===== src/rtl/regfile_writeback_arbiter.sv =====
// regfile_writeback_arbiter: merges ALU results (fixed priority) and valid/ready LSU/MULDIV
// results onto the single registered RegWEn/AddrD/DataD write port of the register array.
// LSU results displaced by ALU writes wait in a small FIFO; queued entries whose rd is
// overwritten by a younger ALU write are marked dead and popped without writing.
// Optional build macro: WB_PERF_EN adds perf_wr_cnt / perf_stall_cnt / perf_kill_cnt outputs.
module regfile_writeback_arbiter #(
  parameter int XLEN       = 32,
  parameter int FIFO_DEPTH = 2
) (
  input  logic            clk,
  input  logic            rst,
  input  logic            alu_valid,
  input  logic [4:0]      alu_rd,
  input  logic [XLEN-1:0] alu_data,
  input  logic            lsu_valid,
  output logic            lsu_ready,
  input  logic [4:0]      lsu_rd,
  input  logic [XLEN-1:0] lsu_data,
  output logic            RegWEn,
  output logic [4:0]      AddrD,
  output logic [XLEN-1:0] DataD,
  output logic [31:0]     pending_mask
`ifdef WB_PERF_EN
  ,
  output logic [31:0]     perf_wr_cnt,
  output logic [31:0]     perf_stall_cnt,
  output logic [31:0]     perf_kill_cnt
`endif
);

  localparam int             PTR_W   = (FIFO_DEPTH > 1) ? $clog2(FIFO_DEPTH) : 1;
  localparam logic [PTR_W:0] DEPTH_C = (PTR_W + 1)'(FIFO_DEPTH);

  logic [4:0]            q_rd   [FIFO_DEPTH];
  logic [XLEN-1:0]       q_data [FIFO_DEPTH];
  logic [FIFO_DEPTH-1:0] q_live;
  logic [FIFO_DEPTH-1:0] kill_vec;
  logic [PTR_W-1:0]      head;
  logic [PTR_W-1:0]      tail;
  logic [PTR_W:0]        count;

  logic alu_wr;
  logic lsu_hs;
  logic fifo_empty;
  logic pop;
  logic bypass;
  logic drop;
  logic push;

  // Credit comes from occupancy only; a pop in the same cycle does not open a slot early.
  assign lsu_ready  = !rst && (count < DEPTH_C);
  assign lsu_hs     = lsu_valid && lsu_ready;
  assign alu_wr     = alu_valid && (alu_rd != 5'd0);
  assign fifo_empty = (count == '0);
  assign pop        = !alu_wr && !fifo_empty;
  assign bypass     = !alu_wr && fifo_empty && lsu_hs && (lsu_rd != 5'd0);
  // A same-cycle LSU result for the rd the ALU is writing is older, so it is dropped.
  assign drop       = lsu_hs && alu_wr && (lsu_rd == alu_rd);
  assign push       = lsu_hs && (lsu_rd != 5'd0) && !bypass && !drop;

  // Live queued entries overwritten by this cycle's ALU write.
  always_comb begin
    kill_vec = '0;
    for (int unsigned i = 0; i < FIFO_DEPTH; i++) begin
      kill_vec[i] = alu_wr && q_live[i] && (q_rd[i] == alu_rd);
    end
  end

  // Pending-rd mask for decode stall: one bit per live queued destination, x0 never pending.
  always_comb begin
    pending_mask = '0;
    for (int unsigned i = 0; i < FIFO_DEPTH; i++) begin
      if (q_live[i]) pending_mask[q_rd[i]] = 1'b1;
    end
    pending_mask[0] = 1'b0;
  end

  // FIFO payload storage; contents are meaningless unless the live bit is set.
  always_ff @(posedge clk) begin
    if (push) begin
      q_rd[tail]   <= lsu_rd;
      q_data[tail] <= lsu_data;
    end
  end

  // FIFO pointers, occupancy and live bits; pop clears so stale slots never show as pending.
  always_ff @(posedge clk or posedge rst) begin
    if (rst) begin
      head   <= '0;
      tail   <= '0;
      count  <= '0;
      q_live <= '0;
    end else begin
      q_live <= q_live & ~kill_vec;
      if (pop) begin
        q_live[head] <= 1'b0;
        head         <= head + 1'b1;
      end
      if (push) begin
        q_live[tail] <= 1'b1;
        tail         <= tail + 1'b1;
      end
      if (push && !pop)      count <= count + 1'b1;
      else if (pop && !push) count <= count - 1'b1;
    end
  end

  // Registered write port: ALU first, then FIFO head, then LSU bypass when nothing is queued.
  always_ff @(posedge clk or posedge rst) begin
    if (rst) begin
      RegWEn <= 1'b0;
      AddrD  <= '0;
      DataD  <= '0;
    end else if (alu_wr) begin
      RegWEn <= 1'b1;
      AddrD  <= alu_rd;
      DataD  <= alu_data;
    end else if (pop) begin
      RegWEn <= q_live[head];
      if (q_live[head]) begin
        AddrD <= q_rd[head];
        DataD <= q_data[head];
      end
    end else if (bypass) begin
      RegWEn <= 1'b1;
      AddrD  <= lsu_rd;
      DataD  <= lsu_data;
    end else begin
      RegWEn <= 1'b0;
    end
  end

`ifdef WB_PERF_EN
  logic        wr_fire;
  logic [31:0] kill_n;

  assign wr_fire = alu_wr || (pop && q_live[head]) || bypass;

  // Number of results discarded this cycle: queued entries killed plus a dropped handshake.
  always_comb begin
    kill_n = 32'(drop);
    for (int unsigned i = 0; i < FIFO_DEPTH; i++) begin
      kill_n = kill_n + 32'(kill_vec[i]);
    end
  end

  // Free-running event counters, wrapping at 2^32.
  always_ff @(posedge clk or posedge rst) begin
    if (rst) begin
      perf_wr_cnt    <= '0;
      perf_stall_cnt <= '0;
      perf_kill_cnt  <= '0;
    end else begin
      if (wr_fire) perf_wr_cnt <= perf_wr_cnt + 32'd1;
      if (lsu_valid && !lsu_ready) perf_stall_cnt <= perf_stall_cnt + 32'd1;
      perf_kill_cnt <= perf_kill_cnt + kill_n;
    end
  end
`endif

endmodule


===== config.mk =====
export PLATFORM = sky130hd
export DESIGN_NAME = regfile_writeback_arbiter
export DESIGN_NICKNAME = d
export VERILOG_FILES = /design/src/rtl/regfile_writeback_arbiter.sv
export SDC_FILE = /design/constraint.sdc
export NUM_CORES = 1
export LEC_CHECK = 0
export CAP_MARGIN = 20
export CORE_ASPECT_RATIO = 0.9
export CORE_MARGIN = 5
export CORE_UTILIZATION = 46
export DETAILED_ROUTE_END_ITERATION = 10
export PLACE_DENSITY = 0.75
export SLEW_MARGIN = 10
export SYNTH_ARGS = -nofsm -noshare
export SYNTH_HDL_FRONTEND = slang
export SYNTH_SLANG_ARGS = --single-unit

===== constraint.sdc =====
create_clock -name clk -period 2.7 [get_ports clk]
set_clock_uncertainty 0.15 [all_clocks]
set_input_delay 0.54 -clock clk [delete_from_list [all_inputs] [get_ports clk]]
set_output_delay 0.54 -clock clk [all_outputs]
set_load 0.02 [all_outputs]

==> reports/qor.yml <==
setup_path:
  cp-end-kind: "primary output"
  r2r_start: "count[1]"
  critPathLaunch: "q_rd[0][2]"
  cp-endpoint: "pending_mask[11]"
  r2r_cells: 8
  critPathLaunchType: "flip-flop"
  critPathMaxFanout: 5
  arrival_ns: 1.96
  cp_cell_sequence: "or3b_2, o22ai_1, clkdlybuf4s15_1"
  critical_path.max_stage_delay_ns: 0.54
  reg2reg_to: "DataD[26]"
  critPathKind: "flip-flop to primary output"
  slowest_stage: "or3b_2"
  rrSetupSlack_ns: 0.45
  worstPathRequired_ns: 2.01
timing:
  period_needed_ns: 2.65
  final_max_slew_viol_count: 0
  timing.slew.headroom: 0.628
  finalSetupTns_ns: 0
  postLayoutSetupSlackWorst_ns: 0.0484
  finalHoldViolCount: 0
  whs_ns: 0.374
  finalSetupViolCount: 0
  rsz0062_at_grt: "no"
  tightest_slew_ns: 0.557
  timing.fmax_ghz: 0.377
  fin_crit_sh: 0.982
cells_and_area:
  syn2layout_area_growth_pct: 44.2
  layout_commonest_cell: "clkdlybuf4s50_1"
  layout_common_cells: "clkdlybuf4s50_1 (116), edfxtp_1 (74), mux2i_1 (72)"
  drive_above_1_share: 0.155
  layout.nets: 739
  n_antenna_cell: 0
clock_network:
  numCtsBuffers: 17
  hold_buffers: 0
  tritoncts: "yes"
  clock_latency_ns: 0.41
  cts.sinks: 118
  h-tree-depth: 4
  path_clk_slew_ns: 0.06
  cts_buffer_depth: 2
  cts_root_buf: "clkbuf_16"
synthesis:
  synth_cell_types: 38
  syn_avg_cell_area_sq_um: 11.6
  synth_nets: 562
  postSynthCellCount: 483
  synth_edf_count: 74
  ys_ff_latch: 118
  synth_top_area_frac: 0.395
  yosys_warnings: 0
  ys_seq_area_frac: 0.591
  synth_area_leaders: "edfxtp_1 (40%), dfrtp_1 (20%), mux2i_1 (13%), o22ai_1 (3.4%), o21ai_0 (3.4%)"
  syn_area_sq_um: 5620
  synth_ff_type: "edfxtp_1"
  synth_top_cell_by_area: "edfxtp_1"
  async_flop_share: 0.373
floorplan:
  initial_core_util: 0.468
  num_io_pins: 149
  coreArea_sq_um: 12000
  rows: 38
  die_h_um: 115
  die_area_sq_um: 14500
  die_w_um: 127
routing:
  final_antenna_net_count: 0
  drtPass1Iterations: 6
  wl_per_cell_um: 18.3
  drtIter0Drc: 443
  wl_um: 15200
  vias_per_cell: 5.41
  route.detailed.drc: 0
  num_vias: 4510
placed_design:
  finalWeightedCongestion: 0.875
  numPortBuffers: 147
  hpwl_um: 10700
  place_ws_ns: -0.288
global_routing:
  grt_pass1_wl_um: 24300
  grt_pass1_vias: 4712
  gr-usage-all-layers: 0.211
  overflow: 0
  grt_start_max_net_pins: 57
  antenna_found_initial: 0
outcome:
  status: "finished, final reports clean"
power_and_ir_drop:
  p_per_area_nw_per_um2: 970
  vdd_drop_max_mv: 0.591
  p_leak_nw: 3.21
  power_mw: 7.87
hold_path:
  min_path_type: "flip-flop to flip-flop"
run:
  maxCapViolations: 0
-- critical path, delay by kind of cell (launching register included) --
kind                   cells  cell delay [ns]
AOI/OAI and AO/OA          1             0.20
buffers and inverters      1             0.33
and+or+nand+nor            1             0.54
DFF                        1             0.48
-- worst min-delay path by stage --
stage | startpoint | to | slack (ns) | depth (start not counted)
after floorplan | tail | q_live[1] | 0.33 | 1
after global placement | DataD[31] | DataD[31] | 0.36 | 2
after CTS | AddrD[3] | AddrD[3] | 0.38 | 2
final | AddrD[3] | AddrD[3] | 0.37 | 2
after detailed placement | DataD[18] | DataD[18] | 0.37 | 2
after global routing | DataD[25] | DataD[25] | 0.42 | 2
-- Yosys cell counts, types with 2 or more instances --
| cell | number |
|---|---|
| nand3b_1 | 10 |
| dfrtp_1 | 44 |
| a22oi_1 | 2 |
| clkbuf_1 | 19 |
| buf_2 | 9 |
| mux2i_1 | 72 |
| or3_1 | 2 |
| edfxtp_1 | 74 |
| inv_1 | 2 |
| xnor2_1 | 9 |
| nand3_1 | 7 |
| a21oi_1 | 37 |
| xor2_1 | 11 |
| buf_1 | 4 |
| nor2_1 | 43 |
| nor4_1 | 3 |
| and2_1 | 2 |
| nand2_1 | 42 |
| o22ai_1 | 31 |
| o21ai_0 | 38 |
| or3b_2 | 5 |
-- registers in the layout, summed over array words and instances, names as in the netlist --
signal,flops
AddrD,5
q_rd,10
q_data,64
RegWEn,1
count,2
tail,1
q_live,2
DataD,32
head,1
-- cell families (layout without fill, tap and decap cells) --
family | after synthesis | in the layout | synth area share
simple gates | 118 | 118 | 0.0977
flops | 118 | 118 | 0.591
fa+ha+maj | 1 | 1 | 0.00222
buf+inv | 37 | 227 | 0.0305
other cells | 1 | 1 | 0.000667
xor+xnor | 20 | 20 | 0.0311
mux | 73 | 73 | 0.130
compound gates | 115 | 115 | 0.117
-- stage by stage --
step                utilization  instances  cell area (sq um)
finish                    0.674        833               8110
global route              0.674        833               8110
CTS                       0.676        832               8130
detailed placement        0.625        794               7520
global placement          0.625        794               7520
floorplan                     -        483               5630
-- report_power, final --
part           total, mW  internal (mW)  switching, mW  leakage, nW
Sequential          2.63           2.36          0.271         1.17
Clock               2.25           1.38          0.869        0.279
Combinational       2.99           1.36           1.63         1.76
-- layer usage --
layer,global-route usage,routed length [um],vias up
li1,-,-,2135
met1,0.255,6280,2131
met2,0.358,7310,220
met3,0.0785,1450,24
met4,0.0593,187,0
met5,0,0,-
-- final cells by class --
| cell class | count | area, sq um |
|---|---|---|
| Tap cell | 160 | 200 |
| Inverter | 2 | 7.51 |
| Sequential cell | 118 | 3320 |
| Timing Repair Buffer | 193 | 1840 |
| Fill cell | 876 | 3920 |
| Clock inverter | 15 | 168 |
| Multi-Input combinational cell | 328 | 2140 |
| Clock buffer | 17 | 425 |
-- repair_timing --
item                       in CTS  in global routing
gates resized for setup        33                 23
setup buffers                   6                  1
setup endpoints to repair      31                 17
No activity file was read; power rests on OpenSTA's default activity.
